**config.mk**
```make
export PLATFORM = sky130hd
export DESIGN_NAME = stream_rx_ctrl
export DESIGN_NICKNAME = d
export VERILOG_FILES = /design/src/rtl/stream_pkg.sv /design/src/rtl/stream_skid_fifo.sv /design/src/rtl/stream_rx_ctrl.sv
export SDC_FILE = /design/constraint.sdc
export NUM_CORES = 1
export LEC_CHECK = 0
export CORE_MARGIN = 2
export CORE_UTILIZATION = 40
export CTS_BUF_LIST = sky130_fd_sc_hd__clkbuf_16
export DETAILED_ROUTE_END_ITERATION = 12
export PLACE_DENSITY = 0.75
export SETUP_SLACK_MARGIN = 0.4
export SYNTH_ARGS = -nofsm -noshare
export SYNTH_HDL_FRONTEND = slang
export SYNTH_SLANG_ARGS = --single-unit
```
**constraint.sdc**
```tcl
create_clock -name clk -period 4.5 [get_ports clk]
set_input_delay 0.675 -clock clk [delete_from_list [all_inputs] [get_ports clk]]
set_output_delay 0.675 -clock clk [all_outputs]
set_load 0.05 [all_outputs]
```
**src/rtl/stream_pkg.sv**
```systemverilog
// Shared state encoding and parameter defaults for the stream receive path.
package stream_pkg;

    localparam int CORENUM_DEF = 16;
    localparam int DW_DEF      = 32;
    localparam int ADDR_W_DEF  = 10;

    typedef enum logic [1:0] {
        ST_IDLE  = 2'd0,
        ST_RECV  = 2'd1,
        ST_DRAIN = 2'd2,
        ST_DONE  = 2'd3
    } rx_state_e;

endpackage

```
**src/rtl/stream_skid_fifo.sv**
```systemverilog
// Two-entry FIFO holding a packed payload word; head is the oldest entry.
// Latency: an entry pushed at edge N is visible on head_dat_o in the cycle after N.
// Backpressure: push is ignored when full, pop when empty; push and pop may share an edge.
module stream_skid_fifo #(
    parameter int W = 8
) (
    input  logic         clk_i,
    input  logic         rst_ni,
    input  logic         push_i,
    input  logic [W-1:0] push_dat_i,
    input  logic         pop_i,
    output logic [W-1:0] head_dat_o,
    output logic         full_o,
    output logic         empty_o
);

    logic [W-1:0] mem_q [2];
    logic         wr_ptr_q, rd_ptr_q;
    logic [1:0]   count_q;
    logic         push_ok, pop_ok;

    assign full_o     = (count_q == 2'd2);
    assign empty_o    = (count_q == 2'd0);
    assign push_ok    = push_i && !full_o;
    assign pop_ok     = pop_i && !empty_o;
    assign head_dat_o = mem_q[rd_ptr_q];

    always_ff @(posedge clk_i or negedge rst_ni) begin
        if (!rst_ni) begin
            wr_ptr_q <= 1'b0;
            rd_ptr_q <= 1'b0;
            count_q  <= 2'd0;
        end else begin
            if (push_ok) wr_ptr_q <= ~wr_ptr_q;
            if (pop_ok)  rd_ptr_q <= ~rd_ptr_q;
            count_q <= count_q + {1'b0, push_ok} - {1'b0, pop_ok};
        end
    end

    // Payload storage needs no reset: it is only observed while count_q is non-zero.
    always_ff @(posedge clk_i) begin
        if (push_ok) mem_q[wr_ptr_q] <= push_dat_i;
    end

endmodule

```
**src/rtl/stream_rx_ctrl.sv**
```systemverilog
// Arms on run, accepts one AXI-Stream packet and scatters its beats round-robin over core memories.
// Latency: a beat accepted at edge N is presented on wr_* in the following cycle.
// Backpressure: registered src_ready drops once two beats are buffered; wr_* hold while wr_ready=0.
module stream_rx_ctrl
    import stream_pkg::*;
#(
    parameter int CORENUM = CORENUM_DEF,
    parameter int DW      = DW_DEF,
    parameter int ADDR_W  = ADDR_W_DEF
) (
    input  logic                            clk,
    input  logic                            rst,
    input  logic                            run,
    input  logic                            src_valid,
    input  logic [DW-1:0]                   src_data,
    input  logic                            src_last,
    output logic                            src_ready,
    input  logic                            wr_ready,
    output logic                            wr_en,
    output logic [$clog2(CORENUM)-1:0]      wr_core,
    output logic [ADDR_W-1:0]               wr_addr,
    output logic [DW-1:0]                   wr_data,
    output logic                            recv_done,
    output logic [ADDR_W+$clog2(CORENUM):0] beat_cnt,
    output logic                            err
);

    localparam int CW = $clog2(CORENUM);
    localparam int BW = ADDR_W + CW + 1;

    typedef struct packed {
        logic [CW-1:0]     core;
        logic [ADDR_W-1:0] addr;
        logic [DW-1:0]     data;
    } wr_beat_t;

    rx_state_e     state_q, state_d;
    logic          src_ready_q, src_ready_d;
    logic [BW-1:0] beat_cnt_q, beat_cnt_d;
    logic          err_q, err_d;
    logic          accept, overflow, push, pop, arm;
    logic          fifo_full, fifo_empty, full_next, empty_next;
    wr_beat_t      push_beat, head_beat;

    assign accept   = src_valid && src_ready_q;
    // Beat index >= CORENUM * 2**ADDR_W exactly when the count MSB is set.
    assign overflow = beat_cnt_q[BW-1];
    assign push     = accept && !overflow;
    assign pop      = !fifo_empty && wr_ready;
    assign arm      = (state_q == ST_IDLE) && run;

    assign push_beat.core = beat_cnt_q[CW-1:0];
    assign push_beat.addr = beat_cnt_q[CW +: ADDR_W];
    assign push_beat.data = src_data;

    stream_skid_fifo #(
        .W ($bits(wr_beat_t))
    ) u_fifo (
        .clk_i      (clk),
        .rst_ni     (rst),
        .push_i     (push),
        .push_dat_i (push_beat),
        .pop_i      (pop),
        .head_dat_o (head_beat),
        .full_o     (fifo_full),
        .empty_o    (fifo_empty)
    );

    // FIFO occupancy as it will be after the coming edge.
    always_comb begin
        full_next  = fifo_full;
        empty_next = fifo_empty;
        if (push && !pop) begin
            full_next  = !fifo_empty;
            empty_next = 1'b0;
        end else if (pop && !push) begin
            full_next  = 1'b0;
            empty_next = !fifo_full;
        end
    end

    always_ff @(posedge clk or negedge rst) begin
        if (!rst) state_q <= ST_IDLE;
        else      state_q <= state_d;
    end

    always_comb begin
        state_d = state_q;
        case (state_q)
            ST_IDLE:  if (run)                state_d = ST_RECV;
            ST_RECV:  if (accept && src_last) state_d = ST_DRAIN;
            ST_DRAIN: if (empty_next)         state_d = ST_DONE;
            ST_DONE:                          state_d = ST_IDLE;
            default:                          state_d = ST_IDLE;
        endcase
    end

    always_comb begin
        src_ready = src_ready_q;
        wr_en     = !fifo_empty;
        wr_core   = head_beat.core;
        wr_addr   = head_beat.addr;
        wr_data   = head_beat.data;
        recv_done = (state_q == ST_DONE);
        beat_cnt  = beat_cnt_q;
        err       = err_q;
    end

    always_comb begin
        src_ready_d = (state_d == ST_RECV) && !full_next;
        beat_cnt_d  = beat_cnt_q;
        err_d       = err_q;
        if (arm) begin
            beat_cnt_d = '0;
            err_d      = 1'b0;
        end else if (accept) begin
            if (beat_cnt_q != '1) beat_cnt_d = beat_cnt_q + BW'(1);
            if (overflow)         err_d      = 1'b1;
        end
    end

    always_ff @(posedge clk or negedge rst) begin
        if (!rst) begin
            src_ready_q <= 1'b0;
            beat_cnt_q  <= '0;
            err_q       <= 1'b0;
        end else begin
            src_ready_q <= src_ready_d;
            beat_cnt_q  <= beat_cnt_d;
            err_q       <= err_d;
        end
    end

endmodule

```
==> results_dict.tcl <==
set metrics [dict create \
    drt-initial-drc-count 154 \
    cap_viol_max_count 0 \
    tightest_slew_ns 1.06 \
    grt_max_degree 48 \
    hold_viol_final 0 \
    synth_cells 276 \
    root_buffer "clkbuf_16" \
    viasPerCell 5.10 \
    final_nets 435 \
    outcome "finished clean" \
    crit_path_max_incr_delay_ns 1.05 \
    dp_hpwl_um 6060 \
    synth_edf_count 92 \
    n_antenna_cell 0 \
    io_pins 103 \
    fp.dieArea_sq_mm 0.0122 \
    setup_tns_ns 0 \
    path_cells "mux2_2 -> clkdlybuf4s50_1" \
    skew_ns 0.00853 \
    yosysWarnings 0 \
    die_height_um 111 \
    post-synth-top-area-cell "edfxtp_1" \
    synth.distinct_cells 41 \
    critPathSlowestCell "dfrtp_2" \
    hold_class "flip-flop to flip-flop" \
    cp.arrival_ns 2.63 \
    postCtsSetupBuffers 0 \
    crit_start "u_fifo.rd_ptr_q$_DFFE_PN0P_" \
    area_growth_pct 39.8 \
    io_buffers 102 \
    finalCriticalPeriod_ns 3.30 \
    synth_fp_nets 317 \
    synth-seq-area-share_pct 73.4 \
    synth.avg_cell_area_sq_um 16.5 \
    antenna_found_initial 0 \
    detail_route.wl_per_cell_um 16.5 \
    setup_viol 0 \
    maxSlewHeadroom_pct 29.2 \
    required_ns 3.83 \
    cts_buffers 17 \
    cts.sinks 115 \
    grt_pass1_vias 2839 \
    slew_viol_final 0 \
    post-route-period-util_pct 73.4 \
    fmax_mhz 303 \
    placed_cells 515 \
    worstSkewPairLatency_ns 0.40 \
    setup.worst_path.start_class "flip-flop" \
    ys.flop_type "edfxtp_1" \
    hold_buffers 0 \
    final_cells 547 \
    cts_max_path_buffers 2 \
    multi_input_area_sq_mm 0.00117 \
    leakagePower_nw 2.24 \
    cts_resized 0 \
    r2r_start "beat_cnt[14]$_DFFE_PN0P_" \
    cts_tree "built" \
    rows 38 \
    nFillCells 870 \
    final_antenna_net_count 0 \
    min_from "u_fifo.count_q[1]$_DFF_PN0_" \
    synth_area_leaders "edfxtp_1 (61%), dfrtp_1 (13%), mux2_2 (11%)" \
    gp_congestion 0.840 \
    grt_pass1_wl_um 14600 \
    regArea_sq_mm 0.00334 \
    grt_usage_pct 15.5 \
    fp.dieW_um 111 \
    synth_top_area_share_pct 60.8 \
    ys_seq_elements 115 \
    synth_area_sq_mm 0.00455 \
    grt_setup_unrepaired "false" \
    synthArstFlopShare_pct 20.0 \
    cellPowerDensity_mw_per_mm2 708 \
    core_area_sq_mm 0.0110 \
    critPathCaptureType "output port" \
    ir_drop_mv 0.430 \
    path_clk_slew_ns 0.05 \
    worst-path-buf-inv 1 \
    drive_above_1_share_pct 20.9 \
    start_util_pct 41.4 \
    path_delay_family "flip-flops" \
    first_pass_iters 4 \
    drt-total-wl_um 9040 \
    grt.overflow.total 0 \
    routed-via-count 2787 \
    htreeDepth 4 \
    path_class "flip-flop to output port" \
    path_max_fanout 47 \
    drcViolationCount 0 \
]
registers in the layout, summed over array words and instances (netlist names):
register         flops
beat_cnt            15
err                  1
src_ready            1
state_q              2
u_fifo.count_q       2
u_fifo.mem_q        92
u_fifo.rd_ptr_q      1
u_fifo.wr_ptr_q      1
final timing paths:
kind | end | cells past startpoint | slack, ns
max | wr_data[28] | 2 | 1.20
min | u_fifo.count_q[1]$_DFF_PN0_ | 1 | 0.52
max reg2reg | u_fifo.mem_q[1][6]$_DFFE_PP_ | 4 | 2.31
min reg2reg | u_fifo.count_q[1]$_DFF_PN0_ | 1 | 0.52
max in group asynchronous | u_fifo.rd_ptr_q$_DFFE_PN0P_ | 1 | 2.93
min in group asynchronous | err$_DFFE_PN0P_ | 1 | 0.86
synthesized netlist by cell type, types with 2 or more instances:
| cell type | n |
|---|---|
| mux2i_1 | 2 |
| or3_1 | 4 |
| ha_1 | 3 |
| nand2_1 | 9 |
| nand2b_1 | 2 |
| nand3_1 | 7 |
| buf_2 | 2 |
| xor2_1 | 2 |
| a21oi_1 | 11 |
| edfxtp_1 | 92 |
| nand4_1 | 6 |
| o21ai_0 | 8 |
| o31ai_1 | 4 |
| and2_1 | 5 |
| clkbuf_1 | 6 |
| inv_1 | 5 |
| xnor2_1 | 3 |
| nor4_1 | 2 |
| mux2_2 | 46 |
| or2_2 | 3 |
| nor2_1 | 8 |
| or4_1 | 5 |
| dfrtp_1 | 23 |
per-stage QoR:
stage	hold slack [ns]	area (sq um)	setup WS [ns]	util [%]	total power, mW
after floorplan	0.379	4550	0.784	-	2.66
after global placement	0.491	5760	1.60	52.4	3.18
after detailed placement	0.503	5760	1.51	52.4	3.21
after CTS	0.522	6360	1.15	57.9	4.56
after global routing	0.540	6360	1.06	57.9	4.68
final	0.519	6360	1.20	57.9	4.50
kinds of logic after synthesis:
family | synth area share [%]
flip-flops | 73.4
AND/OR/NAND/NOR | 7.40
buffers and inverters | 1.13
multiplexers | 11.8
AO/OA/AOI/OAI | 4.43
adder cells (fa/ha/maj) | 0.826
XOR/XNOR | 0.963
cell type report:
class / instances / area share, %
Multi-Input combinational cell: 148 / 18.3
Timing Repair Buffer: 107 / 16.7
Tap cell: 140 / 2.76
Clock inverter: 15 / 2.72
Inverter: 5 / 0.295
Clock buffer: 17 / 6.69
Sequential cell: 115 / 52.5
placed cells by master (no fill, tap or decap), types with 3 or more instances in the layout:
master,n
clkdlybuf4s50_1,102
inv_1,7
mux2_2,46
nand3_1,7
or4_1,5
xnor2_1,3
and2_1,4
buf_4,5
dfrtp_1,22
nor2_1,8
nand4_1,6
a21oi_1,11
or3_1,4
or2_2,3
clkinv_1,5
o31ai_1,4
nand2_1,9
clkbuf_16,17
edfxtp_1,92
ha_1,3
bufinv_16,4
o21ai_0,8
worst register-to-register path, delay by kind of cell (launching register included):
| kind | cells | cell delay, ns |
|---|---|---|
| AO/OA/AOI/OAI | 1 | 0.32 |
| buffers and inverters | 1 | 0.33 |
| flip-flops | 1 | 0.44 |
| AND/OR/NAND/NOR | 2 | 0.77 |
where the power goes:
part	switching, mW	internal [mW]	total (mW)
sequential	0.172	1.38	1.55
clock	0.422	0.908	1.33
combinational	1.00	0.615	1.62
total	1.60	2.90	4.50
routing by layer:
metal	global-route usage (%)	up-vias	routed length (um)
met3	5.10	13	540
li1	-	1323	-
met4	7.92	0	140
met1	19.7	1343	4050
met5	0	-	0
met2	23.7	108	4310
(Power assumes the default switching activity.)
